`src/rtl/alu_arb_pkg.sv`:
```
// Shared definitions for the two-requester ALU arbiter.
//   DW_DEFAULT : default operand/result width
//   state_e    : arbiter FSM states (IDLE, EXEC, RESP)
//   opc_e      : ALU opcodes 0..7
package alu_arb_pkg;

  localparam int DW_DEFAULT = 16;

  typedef enum logic [1:0] {
    IDLE = 2'd0,
    EXEC = 2'd1,
    RESP = 2'd2
  } state_e;

  typedef enum logic [2:0] {
    NEG    = 3'd0,
    INC    = 3'd1,
    ADDC   = 3'd2,
    ADDSHR = 3'd3,
    AND    = 3'd4,
    OR     = 3'd5,
    CAT    = 3'd6,
    ZERO   = 3'd7
  } opc_e;

endpackage

```
`src/rtl/alu_core.sv`:
```
// Purely combinational, opcode-decoded ALU.
//   a, b : operands (DW bits, DW >= 16 assumed for the CAT opcode)
//   c    : carry-in, used by ADDC only
//   opc  : operation select
//   w    : result, sums truncated to DW bits
module alu_core
  import alu_arb_pkg::*;
#(
  parameter int DW = DW_DEFAULT
) (
  input  logic [DW-1:0] a,
  input  logic [DW-1:0] b,
  input  logic          c,
  input  opc_e          opc,
  output logic [DW-1:0] w
);

  logic signed [DW-1:0] a_s;
  logic signed [DW-1:0] b_s;
  logic signed [DW-1:0] w_s;

  assign a_s = signed'(a);
  assign b_s = signed'(b);
  assign w   = unsigned'(w_s);

  // Every adder path goes through here so the carry-out is dropped in one place.
  function automatic logic signed [DW-1:0] wrap_add(input logic signed [DW-1:0] x,
                                                    input logic signed [DW-1:0] y,
                                                    input logic                 cin);
    logic [DW:0] full;
    full = {x[DW-1], x} + {y[DW-1], y} + {{DW{1'b0}}, cin};
    return signed'(full[DW-1:0]);
  endfunction

  always_comb begin
    w_s = '0;
    unique case (opc)
      NEG:     w_s = wrap_add(~a_s, '0, 1'b1);
      INC:     w_s = wrap_add(a_s, '0, 1'b1);
      ADDC:    w_s = wrap_add(a_s, b_s, c);
      ADDSHR:  w_s = wrap_add(a_s, b_s >>> 1, 1'b0);
      AND:     w_s = a_s & b_s;
      OR:      w_s = a_s | b_s;
      CAT:     w_s = signed'(DW'({a[7:0], b[7:0]}));
      ZERO:    w_s = '0;
      default: w_s = '0;
    endcase
  end

endmodule

```
`src/rtl/alu_arbiter.sv`:
```
// Round-robin arbiter in front of a single shared ALU.
//   clk, rst_n            : clock, asynchronous active-low reset
//   reqK_valid/ready      : request handshake for requester K (0/1); ready is
//                           combinational and only high in IDLE for the winner
//   reqK_a/b/c/opc        : operands, carry-in and opcode of requester K
//   rsp_valid/ready       : result handshake
//   rsp_w/zer/neg/id      : result, zero flag, sign flag, owning requester
// One operation is in flight at a time: grant (IDLE) -> compute (EXEC) ->
// hold result until accepted (RESP).
module alu_arbiter
  import alu_arb_pkg::*;
#(
  parameter int DW = DW_DEFAULT
) (
  input  logic          clk,
  input  logic          rst_n,
  input  logic          req0_valid,
  output logic          req0_ready,
  input  logic [DW-1:0] req0_a,
  input  logic [DW-1:0] req0_b,
  input  logic          req0_c,
  input  logic [2:0]    req0_opc,
  input  logic          req1_valid,
  output logic          req1_ready,
  input  logic [DW-1:0] req1_a,
  input  logic [DW-1:0] req1_b,
  input  logic          req1_c,
  input  logic [2:0]    req1_opc,
  output logic          rsp_valid,
  input  logic          rsp_ready,
  output logic [DW-1:0] rsp_w,
  output logic          rsp_zer,
  output logic          rsp_neg,
  output logic          rsp_id
);

  state_e        state_q;
  state_e        state_d;
  logic          ptr_q;     // preferred requester when both are valid
  logic          any_vld;
  logic          pick1;
  logic          grant;
  logic [DW-1:0] a_p0;
  logic [DW-1:0] b_p0;
  logic          c_p0;
  opc_e          opc_p0;
  logic          id_p0;
  logic [DW-1:0] alu_w;

  assign any_vld = req0_valid | req1_valid;
  // Requester 1 wins if it is the only one asking, or if both ask and it is preferred.
  assign pick1   = req1_valid & (~req0_valid | ptr_q);
  // rst_n gating keeps both readies low for the whole reset window.
  assign grant   = rst_n & (state_q == IDLE) & any_vld;

  assign req0_ready = grant & ~pick1;
  assign req1_ready = grant & pick1;

  always_ff @(posedge clk or negedge rst_n) begin
    if (!rst_n) begin
      state_q <= IDLE;
    end else begin
      state_q <= state_d;
    end
  end

  always_comb begin
    state_d = state_q;
    unique case (state_q)
      IDLE:    if (any_vld) state_d = EXEC;
      EXEC:    state_d = RESP;
      RESP:    if (rsp_ready) state_d = IDLE;
      default: state_d = IDLE;
    endcase
  end

  // Stage p0: operand capture on the grant cycle only.
  always_ff @(posedge clk or negedge rst_n) begin
    if (!rst_n) begin
      ptr_q  <= 1'b0;
      a_p0   <= '0;
      b_p0   <= '0;
      c_p0   <= 1'b0;
      opc_p0 <= NEG;
      id_p0  <= 1'b0;
    end else if (grant) begin
      ptr_q  <= ~pick1;
      a_p0   <= pick1 ? req1_a : req0_a;
      b_p0   <= pick1 ? req1_b : req0_b;
      c_p0   <= pick1 ? req1_c : req0_c;
      opc_p0 <= opc_e'(pick1 ? req1_opc : req0_opc);
      id_p0  <= pick1;
    end
  end

  alu_core #(.DW(DW)) u_alu (
    .a   (a_p0),
    .b   (b_p0),
    .c   (c_p0),
    .opc (opc_p0),
    .w   (alu_w)
  );

  // Stage p1: result registers, loaded at the end of EXEC and held until overwritten.
  always_ff @(posedge clk or negedge rst_n) begin
    if (!rst_n) begin
      rsp_valid <= 1'b0;
      rsp_w     <= '0;
      rsp_zer   <= 1'b0;
      rsp_neg   <= 1'b0;
      rsp_id    <= 1'b0;
    end else if (state_q == EXEC) begin
      rsp_valid <= 1'b1;
      rsp_w     <= alu_w;
      rsp_zer   <= (alu_w == '0);
      rsp_neg   <= alu_w[DW-1];
      rsp_id    <= id_p0;
    end else if ((state_q == RESP) && rsp_ready) begin
      rsp_valid <= 1'b0;
    end
  end

endmodule

```
`config.mk`:
```
export PLATFORM = sky130hd
export DESIGN_NAME = alu_arbiter
export DESIGN_NICKNAME = d
export VERILOG_FILES = /design/src/rtl/alu_arb_pkg.sv /design/src/rtl/alu_core.sv /design/src/rtl/alu_arbiter.sv
export SDC_FILE = /design/constraint.sdc
export NUM_CORES = 1
export LEC_CHECK = 0
export ABC_AREA = 1
export CAP_MARGIN = 20
export CORE_MARGIN = 5
export CORE_UTILIZATION = 49
export DETAILED_ROUTE_END_ITERATION = 7
export PLACE_DENSITY_LB_ADDON = 0.3
export SYNTH_ARGS = -nofsm -noshare
export SYNTH_HDL_FRONTEND = slang
export SYNTH_SLANG_ARGS = --single-unit
```
`constraint.sdc`:
```
create_clock -name clk -period 2.8 [get_ports clk]
set_input_delay 0.28 -clock clk [delete_from_list [all_inputs] [get_ports clk]]
set_output_delay 0.28 -clock clk [all_outputs]
set_load 0.1 [all_outputs]
```
==> flow_summary.toml, run 1 <==
[cts]
cts.clk_slew.worst_paths_ns = 0.05
cts_tree = "yes"
cts-root-buf = "clkbuf_16"
htreeDepth = 3
clock-sinks = 59
insertion_delay_ns = 0.33
cts_max_path_buffers = 2
cts_inserted_buffers = 9

[floorplan]
rows = 39
num_io_pins = 99
dieArea_mm2 = 0.01363
die_h_um = 116.7
die_x_um = 116.7
coreArea_mm2 = 0.01127
start_util = 0.4953

[drt]
drc = 0
ant_nets = 0
routed-via-count = 6302
wl_um = 18290
drt_iter0_drc = 697
via_per_inst = 5.423
wl_per_cell_um = 15.74
drt_pass1_iterations = 6

[logic_synthesis]
yosysWarnings = 0
yosysSeqAreaShare = 0.2645
netlist_area_mm2 = 0.005583
ys_seq_elements = 59
synth_area_leaders = "dfrtp_1 26%, nand2_1 22%, ha_1 11%, nand3_1 11%, inv_1 7.8%"
syn_area_per_cell_um2 = 6.183
yosysTopAreaCell = "dfrtp_1"
synth_cell_types = 34
synth_top_area_share = 0.2645
syn_nets = 1031
synthCells = 903

[place]
hpwlAfterDp_um = 14450
place_area_mm2 = 0.006785
place_congestion = 0.9529
io_buffers = 98

[power_and_ir_drop]
power_w = 0.008931
p_per_area_mw_per_mm2 = 1254
peakVddDrop_v = 0.001053
leakage_nw = 3.745

[worst_setup_path]
path_class = "flip-flop to flip-flop"
cp_max_fo = 4
endpoint_kind = "flip-flop"
cp-start-kind = "flip-flop"
cp.arrival_ns = 2.83
cp.required_ns = 3.06

[sta]
finalClockSkew_ns = 0.004407
worst_pin_slew_ns = 0.8725
setup_violations = 0
hold_viol = 0
fmax_mhz = 389.2
drv_slew = 0
slew_headroom = 0.4177
fin_setup_tns_ns = 0
fin_crit_ns = 2.569
whs_ns = 0.1340
min_period_over_period = 0.9175

[grt]
grt-ovfl-total = 0
grt_max_degree = 60
grt_pass1_wl_um = 29300
antenna_found_initial = 0
track_usage = 0.2769
grt_pass1_vias = 5931

[finish]
finish.utilization = 0.6316
area_growth_pct = 27.52
drive_gt1_frac = 0.08734
fin_area_mm2 = 0.007119
fin_nets = 1142
multi_input_area_mm2 = 0.003561
fillers = 1051
insertedDiodeCount = 0
register_area_mm2 = 0.001479

[min_path]
hold_class = "input port to async pin"

[flow_run]
cap_violations = 0

[run_status]
status = "complete, no violations"
[worst max-delay path, stage by stage, from the launching register on]
cell and delay [ns]:
dfrtp_1 0.44, inv_2 0.12, nand3_1 0.09, ha_1 0.26, fa_2 0.40, nand3_1 0.12, nand3b_1 0.09, nand3_1 0.11
nand3_1 0.12, nor2_1 0.21, nand3_1 0.13, nor2_1 0.10, nand2_1 0.08, nor2_1 0.09, nand3_1 0.08, nand2_1 0.06
[cells by family after synthesis]
family                     synth area share
xor gates and xnor gates           0.004707
AOI/OAI and AO/OA                   0.07418
and+or+nand+nor                      0.4368
buffers and inverters                0.1015
adders and majority gates            0.1183
DFF                                  0.2645
[cells in the mapped netlist (all sizes together)]
cell     instances
buf             12
nand3          121
xor2             3
o2bb2ai          1
clkbuf          11
and2             1
fa               3
a21oi           39
inv            122
o21ai           23
nor4             2
o22ai            9
nand2          324
nand4           15
nand3b          11
nor3            10
dfrtp           59
ha              48
nor2            80
o21a             1
or2              4
o31ai            1
o21bai           2
a221oi           1
[cell type report]
type,instances,area share
well taps,143,0.02513
clock inverters,6,0.01125
flip-flops and latches,59,0.2077
multi-input cells,699,0.5002
clock buffers,10,0.03216
inverters,122,0.06432
repair buffers,123,0.1592
[state kept, by name, summed over array words and instances (netlist names), 2 cells and up]
signal,flops
a_p0,16
state_q,2
opc_p0,3
b_p0,16
rsp_w,16
[metal layers]
layer	wire, µm	track usage	vias up
li1	-	-	3117
met1	8300	0.3994	2870
met2	7840	0.4217	282
met3	1686	0.05285	33
met4	460	0.08257	0
met5	0	0	-
[cells in the final DEF, fill, tap and decap left out, drive strengths merged, types with 10 or more instances in the layout]
| cell | synthesis | final |
|---|---|---|
| nand2 | 324 | 324 |
| inv | 122 | 122 |
| nand3 | 121 | 121 |
| nor2 | 80 | 80 |
| clkdlybuf4s50 | 0 | 75 |
| dfrtp | 59 | 59 |
| ha | 48 | 48 |
| buf | 12 | 48 |
| a21oi | 39 | 39 |
| o21ai | 23 | 23 |
| nand4 | 15 | 15 |
| nand3b | 11 | 11 |
| nor3 | 10 | 10 |
| clkbuf | 11 | 10 |
[power by group]
group	switching, W	leakage, nW	internal (W)
sequential	0.000490	0.732	0.00125
combinational	0.00414	2.86	0.00189
clock	0.000382	0.156	0.000772
total	0.00501	3.74	0.00392
[path summary, 6_finish.rpt]
check / endpoint / slack (ns) / depth (start not counted) / from
setup / recovery: rsp_zer / 0.23 / 15 / b_p0[1]
hold / removal: id_p0 / 0.13 / 2 / rst_n
setup reg to reg: rsp_zer / 0.23 / 15 / b_p0[1]
hold reg to reg: state_q[0] / 0.45 / 1 / state_q[0]
max in group asynchronous: b_p0[0] / 2.11 / 2 / rst_n
min in group clk: state_q[0] / 0.45 / 1 / state_q[0]
[through the flow]
stage | cells | setup WS (ns)
floorplan | 903 | 0.1516
global placement | 1145 | 0.1033
detailed placement | 1145 | 0.02740
CTS | 1161 | 0.03127
global route | 1162 | -0.01023
finish | 1162 | 0.2309
[what timing repair did]
action | in CTS | in global routing
resized for setup | 0 | 8
setup endpoints to repair | 0 | 4
setup buffers | 0 | 1
hold buffers | 0 | 0
Power figures use the tool's default switching activity.
==> inputs of run 2 (changes only) <==
--- a/config.mk
+++ b/config.mk
@@ -8,9 +8,11 @@
 export ABC_AREA = 1
 export CAP_MARGIN = 20
 export CORE_MARGIN = 5
-export CORE_UTILIZATION = 49
+export CORE_UTILIZATION = 50
+export CTS_BUF_LIST = sky130_fd_sc_hd__clkbuf_2
 export DETAILED_ROUTE_END_ITERATION = 7
 export PLACE_DENSITY_LB_ADDON = 0.3
+export SKIP_CTS_REPAIR_TIMING = 1
 export SYNTH_ARGS = -nofsm -noshare
 export SYNTH_HDL_FRONTEND = slang
 export SYNTH_SLANG_ARGS = --single-unit
==> flow_summary.toml, run 2 (same netlist as run 1, synthesis figures left out) <==
[run_status]
status = "complete, no violations"

[flow_run]
cap_violations = 0

[floorplan]
die_h_um = 115.7
start_util = 0.5128
rows = 38
dieArea_mm2 = 0.01338
coreArea_mm2 = 0.01089
num_io_pins = 99
die_x_um = 115.7

[cts]
clock-sinks = 59
cts_inserted_buffers = 9
cts_max_path_buffers = 2
insertion_delay_ns = 0.49
cts-root-buf = "clkbuf_2"
cts.clk_slew.worst_paths_ns = 0.16
htreeDepth = 3
cts_tree = "yes"

[place]
place_area_mm2 = 0.006759
hpwlAfterDp_um = 14250
place_congestion = 1.003
io_buffers = 98

[sta]
drv_slew = 0
min_period_over_period = 0.9533
hold_viol = 0
fmax_mhz = 374.6
slew_headroom = 0.5181
worst_pin_slew_ns = 0.7229
setup_violations = 0
fin_crit_ns = 2.669
finalClockSkew_ns = 0.02200

[drt]
drc = 0
ant_nets = 0
routed-via-count = 6282
wl_um = 17770
drt_pass1_iterations = 5
via_per_inst = 5.406
drt_iter0_drc = 796
wl_per_cell_um = 15.29

[worst_setup_path]
cp_num_buf_inv = 1
path_delay_family = "simple AND/OR/NAND/NOR gates"
cp.required_ns = 3.24
critical_path.startpoint = "opc_p0[0]"
cp_max_fo = 5
critPathSlowestCell = "dfrtp_2"
endpoint_kind = "flip-flop"
cpPeakStageDelay_ns = 0.45
worstPathCellList = "inv_2 > nor2_4 > nand3_1 > ha_2 > fa_2 > nand3_1 > nand3b_1 > nand3_1 > nand3_1 > nor2_1 > nand3_1 > nor2_1 > nand2_1 > nor2_1 > nand3_1 > nand2_1"
cp_common_cell = "nand3_1"
cp-start-kind = "flip-flop"
path_class = "flip-flop to flip-flop"
cp.arrival_ns = 3.11
r2r_start = "opc_p0[0]"

[min_path]
hold_class = "input port to flip-flop"
min-delay-start = "req0_b[0]"

[finish]
drive_gt1_frac = 0.09687
multi_input_area_mm2 = 0.003591
fin_nets = 1145
fillers = 1013
register_area_mm2 = 0.001480
layout_common_cells = "321 x nand2_1, 119 x nand3_1, 116 x inv_1, 75 x clkdlybuf4s50_1, 71 x nor2_1"
insertedDiodeCount = 0
final_common_cell = "nand2_1"
reg_top3 = "a_p0 x16, b_p0 x16, rsp_w x16"
fin_area_mm2 = 0.006943
finish.utilization = 0.6377
area_growth_pct = 24.36

[power_and_ir_drop]
p_per_area_mw_per_mm2 = 1177
leakage_nw = 3.657
peakVddDrop_v = 0.0008254

[grt]
grt_max_degree = 60
antenna_found_initial = 0
grt_pass1_wl_um = 28570
track_usage = 0.2706
grt-ovfl-total = 0
grt_pass1_vias = 5913
run 2: changes by cell type in the layout (fill, tap and decap cells not counted), sizes merged:
cell	before	now
clkinv	4	3
dlygate4sd3	0	1
clkbuf	10	13
buf	48	50
bufinv	2	0
run 2: layer usage:
| metal | global-route usage | part of all wire |
|---|---|---|
| met1 | 0.3754 | 0.43 |
| met2 | 0.4151 | 0.43 |
| met3 | 0.07258 | 0.11 |
| met4 | 0.08353 | 0.027 |
| met5 | 0 | 0 |
run 2: per-stage QoR:
step / hold WS (ns) / worst slack [ns] / setup TNS (ns) / power, W / std cells
after floorplan: -0.01559 / 0.1516 / 0 / 0.005839 / 903
after global placement: 0.4299 / 0.1467 / 0 / 0.007424 / 1139
after detailed placement: 0.4512 / 0.07249 / 0 / 0.007497 / 1139
after CTS: -0.05559 / 0.01857 / 0 / 0.007945 / 1155
after global routing: 0.2924 / -0.03786 / -0.03786 / 0.008902 / 1162
final: 0.3159 / 0.1307 / 0 / 0.008174 / 1162
run 2: power breakdown:
group          internal, W  switching [W]
logic              0.00191        0.00409
registers          0.00124       0.000507
clock network     0.000128       0.000298
total              0.00328        0.00489
run 2: layout make-up:
cell class | count | share of cell area
timing repair buffer | 126 | 0.1669
inverter | 122 | 0.06596
clock buffer | 13 | 0.009371
multi-input combinational | 699 | 0.5172
tap | 140 | 0.02523
clock inverter | 3 | 0.002163
sequential | 59 | 0.2132
run 2: path summary, 6_finish.rpt:
path | to | slack [ns] | cells past startpoint
worst max-delay path | rsp_zer | 0.13 | 16
worst min-delay path | b_p0[0] | 0.32 | 3
worst max register to register | rsp_zer | 0.13 | 16
worst min register to register | state_q[0] | 0.47 | 1
max in group asynchronous | b_p0[0] | 1.81 | 3
min in group asynchronous | rsp_w[8] | 0.49 | 3
run 2: worst min-delay path: stages:
cell             delay (ns)
clkdlybuf4s50_1        0.39
nand2_1                0.06
nand3_1                0.05
==> inputs of run 3 (changes only) <==
--- a/config.mk
+++ b/config.mk
@@ -7,11 +7,11 @@
 export LEC_CHECK = 0
 export ABC_AREA = 1
 export CAP_MARGIN = 20
-export CORE_MARGIN = 5
 export CORE_UTILIZATION = 50
 export CTS_BUF_LIST = sky130_fd_sc_hd__clkbuf_2
 export DETAILED_ROUTE_END_ITERATION = 7
 export PLACE_DENSITY_LB_ADDON = 0.3
+export SETUP_SLACK_MARGIN = 0.02
 export SKIP_CTS_REPAIR_TIMING = 1
 export SYNTH_ARGS = -nofsm -noshare
 export SYNTH_HDL_FRONTEND = slang
==> constraint.sdc (replaced) <==
create_clock -name clk -period 2.8 [get_ports clk]
set_input_delay 0.42 -clock clk [delete_from_list [all_inputs] [get_ports clk]]
set_output_delay 0.42 -clock clk [all_outputs]
set_load 0.1 [all_outputs]
==> flow_summary.toml, run 3 (same netlist as run 1, synthesis figures left out) <==
[floorplan]
die_x_um = 107.7
rows = 38
dieArea_mm2 = 0.01159
num_io_pins = 99
coreArea_mm2 = 0.01084
die_h_um = 107.7
start_util = 0.5150

[sta]
slew_headroom = 0.5090
setup_violations = 0
hold_viol = 0
worst_pin_slew_ns = 0.7365
min_period_over_period = 0.9538
fin_crit_ns = 2.671
finalWorstSetupSlack_ns = 0.1293
fmax_mhz = 374.4
finalClockSkew_ns = 0.03077
fin_setup_tns_ns = 0
drv_slew = 0
rsz0062_at_grt = "yes"
whs_ns = 0.08968

[drt]
via_per_inst = 5.406
drt_iter0_drc = 740
routed-via-count = 6341
ant_nets = 0
drc = 0
drt_pass1_iterations = 5
wl_per_cell_um = 15.93
wl_um = 18690

[grt]
track_usage = 0.3299
grt_max_degree = 60
grt_pass1_vias = 5768
grt_pass1_wl_um = 29040
antenna_found_initial = 0
grt-ovfl-total = 0

[cts]
cts_tree = "yes"
cts_max_path_buffers = 2
cts.clk_slew.worst_paths_ns = 0.18
cts_inserted_buffers = 9
htreeDepth = 3
clock-sinks = 59
cts-root-buf = "clkbuf_2"
insertion_delay_ns = 0.50

[finish]
area_growth_pct = 31.33
fillers = 984
multi_input_area_mm2 = 0.003827
reg_top3 = "a_p0 x16, b_p0 x16, rsp_w x16"
finish.utilization = 0.6764
insertedDiodeCount = 0
register_area_mm2 = 0.001479
final_common_cell = "nand2_1"
fin_cells = 1173
drive_gt1_frac = 0.1394
layout_common_cells = "316 x nand2_1, 115 x inv_1, 114 x nand3_1, 75 x clkdlybuf4s50_1, 61 x nor2_1"
fin_nets = 1156

[min_path]
hold_class = "input port to async pin"

[worst_setup_path]
path_delay_family = "simple AND/OR/NAND/NOR gates"
cp-start-kind = "flip-flop"
path_class = "flip-flop to flip-flop"
r2r_end = "rsp_zer"
cpPeakStageDelay_ns = 0.41
cp.required_ns = 3.26
ff2ff_setup_slack_ns = 0.13
worstPathCellList = "inv_2 > nor2_4 > nand2_8 > nor2_1 > ha_4 > nand2_1 > nand2_1 > a21oi_2 > nand3_1 > nand3_1 > nand3_1 > nor2_2 > nand2_1 > nor2_1 > nand2_1 > nor2_1 > nand3_1 > nand2_1"
r2r_start = "opc_p0[0]"
endpoint_kind = "flip-flop"
reg2reg_depth = 18
cp_num_buf_inv = 1
cp.arrival_ns = 3.13
critPathSlowestCell = "dfrtp_1"
cp_max_fo = 7
cp_common_cell = "nand2_1"

[place]
io_buffers = 98
placedCellCount = 1148
place_congestion = 0.9791
hpwlAfterDp_um = 14760
dp_slack_ns = 0.06365

[run_status]
status = "complete, no violations"

[power_and_ir_drop]
leakage_nw = 3.762
p_per_area_mw_per_mm2 = 1231
peakVddDrop_v = 0.001038

[flow_run]
cap_violations = 0
[run 3: cell types whose count changed in the layout (fill, tap and decap cells not counted), moves of 7 or more]
cell and delta:
buf_4 +11, nor2_1 -10, ha_4 +8, ha_1 -7
[run 3: final cells by class]
type | instances | share of cell area
Sequential cell | 59 | 0.2017
Inverter | 122 | 0.06246
Multi-Input combinational cell | 700 | 0.5220
Timing Repair Buffer | 136 | 0.1679
Tap cell | 140 | 0.02389
Clock inverter | 7 | 0.01587
Clock buffer | 9 | 0.006143
[run 3: worst register-to-register path, stage by stage (launching register included)]
cell and delay (ns):
dfrtp_1 0.41, inv_2 0.06, nor2_4 0.27, nand2_8 0.13, nor2_1 0.22, ha_4 0.26, nand2_1 0.07, nand2_1 0.09
a21oi_2 0.15, nand3_1 0.08, nand3_1 0.15, nand3_1 0.12, nor2_2 0.13, nand2_1 0.08, nor2_1 0.10, nand2_1 0.07
nor2_1 0.11, nand3_1 0.08, nand2_1 0.06
[run 3: worst max path at each step]
stage | from | end | slack [ns] | cells past startpoint
2_1_floorplan | opc_p0[0] | rsp_zer | 0.15 | 19
4_1_cts | a_p0[0] | rsp_zer | 0.02 | 18
6_report | opc_p0[0] | rsp_zer | 0.13 | 18
3_3_place_gp | a_p0[0] | rsp_zer | 0.08 | 18
3_5_place_dp | a_p0[0] | rsp_zer | 0.06 | 18
5_1_grt | opc_p0[0] | rsp_zer | -0.04 | 18
[run 3: power breakdown]
group	total (W)	internal, W	leakage (nW)	switching, W
combinational	0.00660	0.00219	2.94	0.00441
clock	0.000713	0.000383	0.0919	0.000330
sequential	0.00171	0.00124	0.732	0.000474
total	0.00903	0.00381	3.76	0.00521
[run 3: routing by layer]
metal | wire length, µm | part of all wire | track usage
met1 | 8212 | 0.44 | 0.4822
met2 | 8172 | 0.44 | 0.5064
met3 | 2004 | 0.11 | 0.05387
met4 | 297 | 0.016 | 0.07730
met5 | 0 | 0 | 0
[run 3: metrics by stage]
stage / area (µm²) / power (W)
6_report: 7332 / 0.009027
5_1_grt: 7332 / 0.009688
3_3_place_gp: 6827 / 0.007639
3_5_place_dp: 6827 / 0.007668
4_1_cts: 6988 / 0.008418
2_1_floorplan: 5583 / 0.005839
